## src/rtl/apb_pkg.sv

```systemverilog
// Shared types and constants for the APB master bridge and the slave memory map.
// The command struct carries APB_ADDR_W address bits, so the bridge keeps ADDR_W at this width.
package apb_pkg;

  localparam int APB_ADDR_W = 8;
  localparam int APB_DATA_W = 32;

  localparam logic [APB_ADDR_W-1:0] APB_WORD0_ADDR = 8'h00;
  localparam logic [APB_ADDR_W-1:0] APB_WORD1_ADDR = 8'h04;
  localparam logic [APB_ADDR_W-1:0] APB_WORD2_ADDR = 8'h08;
  localparam logic [APB_ADDR_W-1:0] APB_WORD3_ADDR = 8'h0C;

  typedef enum logic [1:0] {
    IDLE,
    SETUP,
    ACCESS,
    RESP
  } apb_state_e;

  typedef struct packed {
    logic                  write;
    logic [APB_ADDR_W-1:0] addr;
    logic [APB_DATA_W-1:0] wdata;
  } apb_cmd_t;

  typedef struct packed {
    logic [APB_DATA_W-1:0] rdata;
    logic                  err;
    logic                  timeout;
  } apb_rsp_t;

endpackage

```

## src/rtl/apb_master_bridge.sv

```systemverilog
// Converts a valid/ready command stream into single APB3 SETUP/ACCESS transfers and
// returns one response per command; misaligned addresses are rejected without a bus cycle.
module apb_master_bridge
  import apb_pkg::*;
#(
  parameter int ADDR_W         = APB_ADDR_W,
  parameter int DATA_W         = APB_DATA_W,
  parameter int TIMEOUT_CYCLES = 16
) (
  input  logic              PCLK,
  input  logic              PRESET,
  input  logic              cmd_valid,
  output logic              cmd_ready,
  input  logic              cmd_write,
  input  logic [ADDR_W-1:0] cmd_addr,
  input  logic [DATA_W-1:0] cmd_wdata,
  output logic              rsp_valid,
  input  logic              rsp_ready,
  output logic [DATA_W-1:0] rsp_rdata,
  output logic              rsp_err,
  output logic              rsp_timeout,
  output logic              PSEL,
  output logic              PENABLE,
  output logic              PWRITE,
  output logic [ADDR_W-1:0] PADDR,
  output logic [DATA_W-1:0] PWDATA,
  input  logic              PREADY,
  input  logic              PSLVERR,
  input  logic [DATA_W-1:0] PRDATA
);

  localparam int               CNT_W      = (TIMEOUT_CYCLES > 1) ? $clog2(TIMEOUT_CYCLES) : 1;
  localparam bit               TIMEOUT_EN = (TIMEOUT_CYCLES > 0);
  localparam logic [CNT_W-1:0] CNT_LAST   = CNT_W'((TIMEOUT_CYCLES > 0) ? TIMEOUT_CYCLES - 1 : 0);

  apb_state_e       state_q, state_d;
  apb_cmd_t         cmd_q, cmd_d;
  apb_rsp_t         rsp_q, rsp_d;
  logic [CNT_W-1:0] cnt_q, cnt_d;
  logic             cmd_fire;
  logic             timed_out;

  // Held low while PRESET is asserted so no command is accepted in the reset cycle.
  assign cmd_ready = (state_q == IDLE) && !PRESET;
  assign cmd_fire  = cmd_valid && cmd_ready;
  assign timed_out = TIMEOUT_EN && (cnt_q == CNT_LAST);

  always_comb begin
    // NOTE: every variable gets a default before the case so no path can infer a latch.
    state_d = state_q;
    cmd_d   = cmd_q;
    rsp_d   = rsp_q;
    cnt_d   = cnt_q;
    unique case (state_q)
      IDLE: begin
        if (cmd_fire) begin
          cmd_d = '{write: cmd_write, addr: APB_ADDR_W'(cmd_addr), wdata: cmd_wdata};
          if (cmd_addr[1:0] != 2'b00) begin
            rsp_d   = '{rdata: '0, err: 1'b1, timeout: 1'b0};
            state_d = RESP;
          end else begin
            state_d = SETUP;
          end
        end
      end
      SETUP: begin
        cnt_d   = '0;
        state_d = ACCESS;
      end
      ACCESS: begin
        // PREADY is checked first so a completion on the last allowed cycle beats the timeout.
        if (PREADY) begin
          rsp_d   = '{rdata: (cmd_q.write || PSLVERR) ? '0 : PRDATA, err: PSLVERR, timeout: 1'b0};
          cnt_d   = '0;
          state_d = RESP;
        end else if (timed_out) begin
          rsp_d   = '{rdata: '0, err: 1'b1, timeout: 1'b1};
          cnt_d   = '0;
          state_d = RESP;
        end else begin
          cnt_d = cnt_q + CNT_W'(1);
        end
      end
      RESP: begin
        if (rsp_ready) state_d = IDLE;
      end
      default: state_d = IDLE;
    endcase
  end

  always_ff @(posedge PCLK) begin
    // NOTE: state updates use non-blocking assignments so every register samples pre-edge values.
    if (PRESET) begin
      state_q <= IDLE;
      cmd_q   <= '0;
      rsp_q   <= '0;
      cnt_q   <= '0;
    end else begin
      state_q <= state_d;
      cmd_q   <= cmd_d;
      rsp_q   <= rsp_d;
      cnt_q   <= cnt_d;
    end
  end

  assign PSEL        = (state_q == SETUP) || (state_q == ACCESS);
  assign PENABLE     = (state_q == ACCESS);
  assign PWRITE      = cmd_q.write;
  assign PADDR       = ADDR_W'(cmd_q.addr);
  assign PWDATA      = cmd_q.wdata;

  assign rsp_valid   = (state_q == RESP);
  assign rsp_rdata   = rsp_q.rdata;
  assign rsp_err     = rsp_q.err;
  assign rsp_timeout = rsp_q.timeout;

endmodule

```

## config.mk

```make
export PLATFORM = sky130hd
export DESIGN_NAME = apb_master_bridge
export DESIGN_NICKNAME = d
export VERILOG_FILES = /design/src/rtl/apb_pkg.sv /design/src/rtl/apb_master_bridge.sv
export SDC_FILE = /design/constraint.sdc
export NUM_CORES = 1
export LEC_CHECK = 0
export ABC_AREA = 0
export BUFFER_PORTS_ARGS = -buffer_cell sky130_fd_sc_hd__buf_2
export CORE_ASPECT_RATIO = 0.5
export CORE_MARGIN = 2
export CORE_UTILIZATION = 30
export CTS_BUF_LIST = sky130_fd_sc_hd__clkbuf_8 sky130_fd_sc_hd__clkbuf_16
export DETAILED_ROUTE_END_ITERATION = 12
export PLACE_DENSITY_LB_ADDON = 0.2
export SLEW_MARGIN = 10
export SYNTH_ARGS = -nofsm -noshare
export SYNTH_HDL_FRONTEND = slang
export SYNTH_SLANG_ARGS = --single-unit
export TNS_END_PERCENT = 50
```

## constraint.sdc

```tcl
create_clock -name PCLK -period 2 [get_ports PCLK]
set_clock_uncertainty 0.05 [all_clocks]
set_input_delay 0.4 -clock PCLK [delete_from_list [all_inputs] [get_ports PCLK]]
set_output_delay 0.4 -clock PCLK [all_outputs]
set_load 0.01 [all_outputs]
```

# Word level (Yosys, flattened, before mapping)
# Index checks and enable logic that the tools add are counted.
# totals
register_bits	81
in_bits	79
out_inout_bits	79
elab_cells	44
# classes
addsub	1
eq_ne	8
mux	15
n_reduce_logical	12
# op_table
operator	n
$mux 34	4
$pmux 34 s2	1
$mux 32	1
$mux 2	5
$mux 4	2
$pmux 2 s4	1
$pmux 4 s2	1
$reduce_bool 2->1	3
$add 4x1->4 const B	1
$eq 2x2->1 const B	2
$eq 4x4->1 const B	1
$ne 2x1->1 const B	2
$reduce_and 4->1	1
$ne 3x1->1 const B	1
$reduce_and 3->1	1
$eq 2x1->1 const B	1
$logic_and 1x1->1	2
$logic_not 2->1	1
$logic_or 1x1->1	2
$ne 2x2->1 const B	1
$reduce_and 2->1	1
$logic_not 1->1	1

# Longest topological paths before layout
# Gate-level depths: netlist of the first run.
# logic_depth
depth_word	5
mapped_depth	8
depth_no_buf	6

# Worst setup path before layout of the first run
# Ideal clock, no wire load.
# synth_path
kind	reg-to-reg
start	register state_q[0]
end	register rsp_q (netlist bit rsp_timeout)
setup_time_ps	121
t_arrival_ps	1512
t_required_ps	1829
path_slack_ps	317
path_stages_with_launch	7
path_buffers	0
period_less_slack_ps	1683
path_cell_list	dfxtp_1 -> inv_1 -> ha_1 -> nor2b_1 -> a22oi_2 -> nand2_2 -> mux2_2
# synth_between
elab_cells_between_ends	10
classes_between	4 x eq/ne; 1 x mux; 5 x reduce/logical
# synth_rtl
item	line_no	source
start: declaration	apb_master_bridge.sv:36	apb_state_e state_q, state_d;
start signal: assignment	apb_master_bridge.sv:99	state_q <= state_d;
$eq 2x2->1 *	-	
net PENABLE	apb_master_bridge.sv:23	output logic PENABLE,
$ne 3x1->1 (no source line) / $reduce_bool 2->1 (equally long branches)	-	
$reduce_and 4->1 (no source line)	-	
end signal: assignment	apb_master_bridge.sv:101	rsp_q <= rsp_d;
end: declaration	apb_master_bridge.sv:38	apb_rsp_t rsp_q, rsp_d;
# The timed path passes the listed nets; every way through them passes the cells marked *.
# A chain may end at the register's enable or synchronous reset.

# Worst setup path after layout of the first run
# layout_path
start	register state_q[0]
end	register state_q[0]
# layout_between
elab_chain_cells	5
elab_cells_between_ends	11
classes_between	6 x eq/ne; 1 x mux; 4 x reduce/logical
# layout_lines
item	line_no	source
$logic_not 2->1	apb_master_bridge.sv:44, apb_master_bridge.sv:54	
$logic_and 1x1->1	apb_master_bridge.sv:44	assign cmd_ready = (state_q == IDLE) && !PRESET;
$logic_and 1x1->1	apb_master_bridge.sv:45	assign cmd_fire = cmd_valid && cmd_ready;
$ne 2x2->1 (no source line)	-	
$reduce_and 3->1 (no source line)	-	
# Several ways; a longest one is shown, not always the timed one.

==> flow_metrics.tcl, run 1 <==
set metrics [dict create \
    holdPathStages 3 \
    fp.dieW_um 153.1 \
    clockBufferDepth 2 \
    hold_violations 0 \
    ys_ff_latch 81 \
    drt_drc_violations_left 0 \
    seqCellArea_um2 1622 \
    netlist_instances 372 \
    cp.required_ps 2180 \
    htreeDepth 3 \
    reg2reg_slack_ps 220 \
    crit_arrival_ps 1960 \
    synth_edf_count 0 \
    hold_buffers 0 \
    slowest_delay_ps 470 \
    critPathSlowestCell "a222oi_1" \
    ios 158 \
    worstSetupPathType "reg2reg" \
    dp_slack_ps 179.3 \
    area_growth_pct 36.35 \
    diodes 0 \
    drive_above_1_share 0.3529 \
    synthArstFlopShare 0 \
    cap_viol_max_count 0 \
    dpl_cell_area_um2 4292 \
    synth_most_common_cell "dfxtp_1" \
    grt_usage 0.1372 \
    gp_congestion 0.7702 \
    via_count 2870 \
    synth_flop_cell "dfxtp_1" \
    avgViaCountPerCell 4.271 \
    wl_um 8173 \
    rows 27 \
    power.density_nw_per_um2 1058 \
    ys_warn_count 0 \
    cts.sinks 81 \
    syn_area_um2 3336 \
    multi_input_area_um2 1584 \
    clk_latency_ps 320 \
    ant_nets 0 \
    min_path_type "in2reg" \
    max-slew-margin-rel 0.6594 \
    rr_startpoint "state_q[0]" \
    routedWlPerCell_um 12.16 \
    yosysUniqueCellTypes 33 \
    worst_slew_pin_slew_ps 510.9 \
    ys_top_cells_by_count "dfxtp_1, nand2b_1, nand2_1" \
    path_cells "inv_1 -> ha_1 -> nor2b_1 -> a222oi_1 -> nor2_1 -> a211oi_1" \
    setup-violations-final 0 \
    die_area_um2 12030 \
    p_leak_nw 2.154 \
    timing.fmax_mhz 562.5 \
    drt_iter0_markers 113 \
    numCtsBuffers 9 \
    seq_area_frac_synth 0.4861 \
    setup_slack_ps 222.2 \
    portBuffers 157 \
    grt_max_degree 83 \
    min_from "cmd_wdata[20]" \
    num-fill-cells 1146 \
    drt_pass1_iterations 5 \
    avgSynthCellArea_um2 8.967 \
    final_nets 608 \
    start_util 0.3057 \
    worst_hold_path.endpoint "PWDATA[20]" \
    clk_pin_slew_ps 60 \
    synth_top_cell_by_area "dfxtp_1" \
    slew_violations 0 \
    rsz0062_at_grt "true" \
    synthTopCellsByArea "dfxtp_1, nand2b_1, mux2i_1" \
    status "complete, no violations" \
    worst-path-max-fanout 5 \
    final.setup.tns_ps 0 \
    dp_cells 659 \
    root_buffer "clkbuf_16" \
    ir_drop_mv 0.4230 \
    final_cells 672 \
    fin_crit_sh 0.8889 \
    design_area_um2 4548 \
    grt_pass1_wl_um 13280 \
    first_global_vias 2710 \
    cts_tree "built" \
    yosys.area.top_type_share 0.4861 \
    syn_nets 455 \
    period_needed_ps 1778 \
    dpl.hpwl_um 5761 \
    antenna_found_initial 0 \
    die_height_um 78.56 \
    reg2reg_to "state_q[0]" \
    endpoint_kind "register" \
    ff2ff_path_depth 6 \
    fp.coreArea_um2 10910 \
    gr-total-overflow 0 \
    final_util 0.4168 \
    crit_path_start_kind "register" \
]
==> cells by family (layout without fill, tap and decap cells) <==
| kind of cell | Yosys count | in the layout | synth area share |
|---|---|---|---|
| adders and majority gates | 4 | 4 | 0.01500 |
| AOI/OAI and AO/OA | 54 | 54 | 0.08965 |
| DFF | 81 | 81 | 0.4861 |
| muxes | 33 | 33 | 0.09940 |
| buffers and inverters | 28 | 183 | 0.04276 |
| and+or+nand+nor | 172 | 172 | 0.2671 |
==> timing repair <==
item | CTS | global route
buffers inserted | 0 | 0
gates resized for setup | 0 | 1
setup endpoints to repair | 0 | 8
==> state kept, by name (all words and copies together), names as in the netlist <==
| register | count |
|---|---|
| rsp_rdata | 32 |
| rsp_timeout | 1 |
| cnt_q | 4 |
| PWRITE | 1 |
| rsp_err | 1 |
| PADDR | 8 |
| state_q | 2 |
| PWDATA | 32 |
==> placed cells by master, fill, tap and decap left out, types with 2 or more instances in the layout <==
| cell | n |
|---|---|
| buf_2 | 157 |
| dfxtp_1 | 81 |
| nand2b_1 | 77 |
| nand2_1 | 75 |
| o21ai_0 | 34 |
| mux2i_1 | 32 |
| clkbuf_16 | 9 |
| o21ai_1 | 8 |
| buf_4 | 7 |
| nor2_1 | 6 |
| inv_1 | 5 |
| a21oi_1 | 5 |
| ha_1 | 4 |
| nor2b_1 | 3 |
| buf_12 | 3 |
| nor3_1 | 2 |
==> how the worst max path moves through the flow <==
stage / startpoint / to / cells after the start / slack [ps]
4_1_cts: state_q[0] / rsp_rdata[17] / 7 / 160
6_report: state_q[0] / state_q[0] / 6 / 220
3_3_place_gp: state_q[0] / state_q[0] / 6 / 280
5_1_grt: state_q[0] / state_q[0] / 6 / -10
3_5_place_dp: state_q[0] / rsp_rdata[17] / 7 / 180
2_1_floorplan: state_q[0] / rsp_timeout / 6 / 320
==> routing by layer <==
metal  GRT usage  routed length [um]
met4     0.03981                 112
met5           0                   0
met3     0.04528                 461
met2      0.2214                3718
met1      0.1759                3881
==> critical path, delay by kind of cell, from the launching register on <==
kind / cells / cell delay [ps]
adders and majority gates: 1 / 240
AOI/OAI and AO/OA: 2 / 700
buffers and inverters: 1 / 70
DFF: 1 / 350
and+or+nand+nor: 2 / 270
==> final cells by class <==
cell class	instances	area share
Timing Repair Buffer	167	0.1975
Clock inverter	3	0.002751
Clock buffer	10	0.05254
Sequential cell	81	0.3565
Tap cell	145	0.03989
Inverter	3	0.002476
Multi-Input combinational cell	263	0.3483
==> per-stage QoR <==
step | power (mW) | hold slack, ps
5_1_grt | 5.130 | 206.1
3_3_place_gp | 3.430 | 402.3
2_1_floorplan | 2.937 | 425.7
6_report | 4.813 | 215.9
4_1_cts | 4.907 | 200.9
3_5_place_dp | 3.431 | 404.7
==> power breakdown <==
part	internal, mW	switching [mW]
clock	0.842	0.591
combinational	0.653	0.775
sequential	1.84	0.114
total	3.33	1.48
Power figures use the tool's default switching activity.
==> inputs of run 2 (changes only) <==
==> constraint.sdc (replaced) <==
create_clock -name PCLK -period 2 [get_ports PCLK]
set_clock_uncertainty 0.05 [all_clocks]
set_input_delay 0.2 -clock PCLK [delete_from_list [all_inputs] [get_ports PCLK]]
set_output_delay 0.2 -clock PCLK [all_outputs]
set_load 0.01 [all_outputs]
==> run 2 against run 1 <==
- final cell count increased by 1.9%
- sequential cell count unchanged
- register-to-register slack about the same
- die area unchanged
- non-clock buffer count increased by 10
- sequential share of layout area decreased by 1.5 points
- global-route usage about the same
- count of clock-buffer cells in the layout unchanged
- largest power group unchanged
==> flow_metrics.tcl, run 2 (synthesis gave the netlist of run 1 again) <==
set metrics [dict create \
    grt_usage 0.1373 \
    critPathSlowestCell "a222oi_1" \
    setup-violations-final 0 \
    cp-startpoint "state_q[0]" \
    start_util 0.3057 \
    crit_arrival_ps 1980 \
    first_global_vias 2697 \
    worst_slew_pin_slew_ps 555.8 \
    intPower_mw 3.749 \
    power_frac_comb 0.273 \
    crit_path_start_kind "register" \
    cts_setup_buffers 0 \
    multi_input_area_um2 1584 \
    dpl.hpwl_um 5692 \
    power.density_nw_per_um2 1117 \
    cp.required_ps 2200 \
    ir_drop_mv 0.4475 \
    root_buffer "clkbuf_16" \
    cap_viol_max_count 0 \
    routedWlPerCell_um 12.18 \
    worstSetupPathType "reg2reg" \
    final.setup.tns_ps 0 \
    die_height_um 78.56 \
    rows 27 \
    htreeDepth 3 \
    clockBufferDepth 2 \
    area_growth_pct 42.16 \
    ant_nets 0 \
    fp.dieW_um 153.1 \
    p_leak_nw 2.233 \
    slew_violations 0 \
    path_cells "inv_1 -> ha_1 -> nor2b_1 -> a222oi_1 -> nor2_1 -> a211oi_1" \
    period_needed_ps 1775 \
    portBuffers 157 \
    final_common_cell "buf_2" \
    reg2reg_to "state_q[0]" \
    clk_pin_slew_ps 60 \
    drt_iter0_markers 193 \
    status "complete, no violations" \
    clk_latency_ps 330 \
    p_sw_frac 0.2924 \
    fin_crit_sh 0.8873 \
    diodes 0 \
    numCtsBuffers 9 \
    drt_drc_violations_left 0 \
    rr_startpoint "state_q[0]" \
    drive_above_1_share 0.3519 \
    avgViaCountPerCell 4.312 \
    critPathCapture "state_q[0]" \
    layout_common_cells "buf_2, dfxtp_1, nand2b_1" \
    p_seq_frac 0.368 \
    p_clk_frac 0.359 \
    max-slew-margin-rel 0.6294 \
    ff2ff_path_depth 6 \
    gr-total-overflow 0 \
    timing.fmax_mhz 563.5 \
    endpoint_kind "register" \
    fp.coreArea_um2 10910 \
    min_path_type "in2reg" \
    cts.sinks 81 \
    grt_pass1_wl_um 13140 \
    gp_congestion 0.7642 \
    num-fill-cells 1081 \
    netSwitchingPower_mw 1.549 \
    antenna_found_initial 0 \
    seqCellArea_um2 1622 \
    power_mw 5.299 \
    via_count 2954 \
    rsz0062_at_grt "false" \
    reg2reg_slack_ps 230 \
    worst-path-max-fanout 5 \
    final_nets 618 \
    slowest_delay_ps 510 \
    wl_um 8341 \
    cts_tree "built" \
    drt_pass1_iterations 4 \
    ios 158 \
    die_area_um2 12030 \
    grt_max_degree 83 \
    hold_violations 0 \
]
run 2: layer usage:
metal | part of all wire | vias to the layer above | global-route usage
met1 | 0.46 | 1336 | 0.1671
met4 | 0.011 | 0 | 0.03889
met5 | 0 | - | 0
met3 | 0.056 | 10 | 0.05191
met2 | 0.47 | 71 | 0.2286
li1 | - | 1537 | -
run 2: layout make-up:
class / count / share of cell area
clock inverters: 6 / 0.02243
flip-flops and latches: 81 / 0.3420
clock buffers: 10 / 0.05040
well taps: 145 / 0.03826
repair buffers: 177 / 0.2106
inverters: 3 / 0.002375
multi-input cells: 263 / 0.3340
run 2: worst min-delay path by stage:
stage,start,end,slack (ps),cells past startpoint
2_1_floorplan,cmd_addr[4],PADDR[4],260,2
3_3_place_gp,cmd_wdata[11],PWDATA[11],340,3
3_5_place_dp,cmd_wdata[19],PWDATA[19],350,3
4_1_cts,cmd_wdata[15],PWDATA[15],0.2,3
5_1_grt,cmd_wdata[31],PWDATA[31],5,3
6_report,cmd_wdata[15],PWDATA[15],8,3
run 2: repair_timing:
item | in CTS | in global routing
endpoints found under the setup margin | 0 | 2
gates resized for setup | 0 | 1
hold endpoints to repair | 10 | 0
hold buffers | 10 | 0
run 2: worst max-delay path, delay by kind of cell (launching register included):
kind,cells,cell delay [ps]
buffers and inverters,1,70
AND/OR/NAND/NOR,2,270
AO/OA/AOI/OAI,2,710
adder cells (fa/ha/maj),1,250
flip-flops,1,350
run 2: power groups by stage:
stage	sequential (mW)	combinational [mW]	clock, mW
after detailed placement	1.98	1.45	0
final	1.95	1.45	1.90
after floorplan	2.08	0.857	0
after global routing	1.98	1.59	2.04
after global placement	1.98	1.45	0
after CTS	1.95	1.47	1.96
run 2: through the flow:
| step | setup slack [ps] | util | cells | hold slack (ps) | area (um2) |
|---|---|---|---|---|---|
| 2_1_floorplan | 317.4 | - | 372 | 258.6 | 3336 |
| 3_3_place_gp | 257.8 | 0.3933 | 659 | 343.6 | 4292 |
| 3_5_place_dp | 224.0 | 0.3933 | 659 | 348.3 | 4292 |
| 4_1_cts | 198.2 | 0.4341 | 685 | 0.2159 | 4737 |
| 5_1_grt | 30.28 | 0.4346 | 685 | 5.086 | 4742 |
| 6_report | 225.4 | 0.4346 | 685 | 8.356 | 4742 |
==> inputs of run 3 (changes only) <==
--- a/config.mk
+++ b/config.mk
@@ -5,12 +5,14 @@
 export SDC_FILE = /design/constraint.sdc
 export NUM_CORES = 1
 export LEC_CHECK = 0
-export ABC_AREA = 0
+export ABC_AREA = 1
+export ABC_CLOCK_PERIOD_IN_PS = 2000
 export BUFFER_PORTS_ARGS = -buffer_cell sky130_fd_sc_hd__buf_2
 export CORE_ASPECT_RATIO = 0.5
 export CORE_MARGIN = 2
 export CORE_UTILIZATION = 30
 export CTS_BUF_LIST = sky130_fd_sc_hd__clkbuf_8 sky130_fd_sc_hd__clkbuf_16
+export CTS_CLUSTER_DIAMETER = 150
 export DETAILED_ROUTE_END_ITERATION = 12
 export PLACE_DENSITY_LB_ADDON = 0.2
 export SLEW_MARGIN = 10
==> run 3 against run 2 <==
- synthesized cell count increased by 30%
- non-clock buffer count decreased by 7
- worst setup slack improved by 26 ps
- maximum frequency grew 1.5%
- clock power down 10%
- critical path type unchanged
==> flow_metrics.tcl, run 3 <==
set metrics [dict create \
    synthTopCellsByArea "dfxtp_1, nand2_1, nor2_1" \
    grt_max_degree 53 \
    synth_edf_count 0 \
    p_leak_nw 2.367 \
    routedWlPerCell_um 11.53 \
    cp.required_ps 2170 \
    final_common_cell "buf_2" \
    netlist_instances 485 \
    cts_setup_buffers 0 \
    layout_common_cells "buf_2, nand2_1, nor2_1" \
    ys_warn_count 0 \
    ys_top_cells_by_count "nand2_1, nor2_1, dfxtp_1" \
    worst_slew_pin_slew_ps 407.4 \
    final_nets 718 \
    grt_pass1_wl_um 14720 \
    root_buffer "clkbuf_16" \
    antenna_found_initial 0 \
    ios 158 \
    cts_tree "built" \
    drt_drc_violations_left 0 \
    yosys.area.top_type_share 0.4782 \
    worstSetupPathType "reg2reg" \
    timing.fmax_mhz 571.7 \
    ctsResizeCount 0 \
    avgViaCountPerCell 4.357 \
    cap_viol_max_count 0 \
    period_needed_ps 1749 \
    rows 27 \
    avgSynthCellArea_um2 6.991 \
    synth_flop_cell "dfxtp_1" \
    die_height_um 79.18 \
    portBuffers 157 \
    via_count 3420 \
    numCtsBuffers 9 \
    start_util 0.3079 \
    power.density_nw_per_um2 1478 \
    grt_usage 0.1494 \
    status "complete, no violations" \
    worst-path-max-fanout 24 \
    setup-violations-final 0 \
    drt_pass1_iterations 4 \
    diodes 0 \
    syn_area_um2 3391 \
    hold_buffers 1 \
    die_area_um2 12220 \
    fp.dieW_um 154.4 \
    clk_latency_ps 330 \
    rsz0062_at_grt "false" \
    drive_above_1_share 0.2984 \
    gr-total-overflow 0 \
    synthArstFlopShare 0 \
    crit_arrival_ps 1920 \
    drt_iter0_markers 154 \
    ys_ff_latch 81 \
    min_path_type "in2reg" \
    endpoint_kind "register" \
    clk_pin_slew_ps 70 \
    gp_congestion 0.7228 \
    final.setup.tns_ps 0 \
    dpl.hpwl_um 6335 \
    crit_path_start_kind "register" \
    fin_crit_sh 0.8745 \
    yosysUniqueCellTypes 22 \
    syn_nets 568 \
    hold_violations 0 \
    cts.sinks 81 \
    ant_nets 0 \
    ir_drop_mv 0.4133 \
    holdWs_ps 15.67 \
    seq_area_frac_synth 0.4782 \
    fp.coreArea_um2 11010 \
    slew_violations 0 \
    area_growth_pct 37.16 \
    max-slew-margin-rel 0.7278 \
    synth_most_common_cell "nand2_1" \
    htreeDepth 3 \
    clockBufferDepth 2 \
    wl_um 9051 \
    synth_top_cell_by_area "dfxtp_1" \
    first_global_vias 3103 \
]
run 3: cell count changes in the layout (fill, tap and decap cells not counted), sizes merged, moves of 4 or more:
cell and delta:
nand4 +23, nand3 +23, nor2 +86, mux2i -32
o21ai +4, dlygate4sd3 -9, nand2b -77, inv +35
nand2 +66
run 3: kinds of logic after synthesis:
family / Yosys count / synth area share
xor+xnor: 1 / 0.002583
fa+ha+maj: 4 / 0.01476
compound gates: 49 / 0.07565
buf+inv: 66 / 0.08118
flops: 81 / 0.4782
simple gates: 284 / 0.3476
run 3: metal layers:
metal,vias to the layer above,track usage,routed length (um)
met3,4,0.05240,539
met5,-,0,0
li1,1831,-,-
met4,0,0.03333,52
met2,99,0.2457,4165
met1,1486,0.1903,4293
run 3: through the flow:
step                      cells    util  setup WS, ps  cell area, um2  power (mW)
after CTS                   785  0.4223         241.2            4651       6.989
after global routing        785  0.4223         45.96            4651       7.484
after detailed placement    768  0.3931         248.0            4329       5.224
after global placement      768  0.3931         240.6            4329       5.185
after floorplan             485       -         378.5            3391       4.235
final                       785  0.4223         250.9            4651       6.874
run 3: final cells by class:
cell class	instances	area, um2
multi-input combinational	338	1494
clock inverter	6	72.57
timing repair buffer	170	910.9
inverter	35	131.4
tap	145	181.4
clock buffer	10	239.0
fill	1164	6362
sequential	81	1622
run 3: power by group:
part,internal (mW),switching [mW]
Sequential,2.18,0.274
Combinational,1.06,1.66
Clock,1.02,0.686
Total,4.26,2.62
run 3: path summary, 6_finish.rpt:
check / from / to / slack, ps / depth (start not counted)
min reg2reg: PADDR[2] / PADDR[2] / 420 / 2
max reg2reg: state_q[0] / state_q[1] / 250 / 9
max: state_q[0] / state_q[1] / 250 / 9
min: cmd_wdata[27] / PWDATA[27] / 20 / 3
run 3: worst max-delay path: stages, from the launching register on:
cell	delay, ps
dfxtp_1	330
inv_1	70
ha_1	220
inv_1	90
nor2_1	80
nand2_1	130
buf_4	290
nand3_1	190
nor2_1	140
nor2_1	60
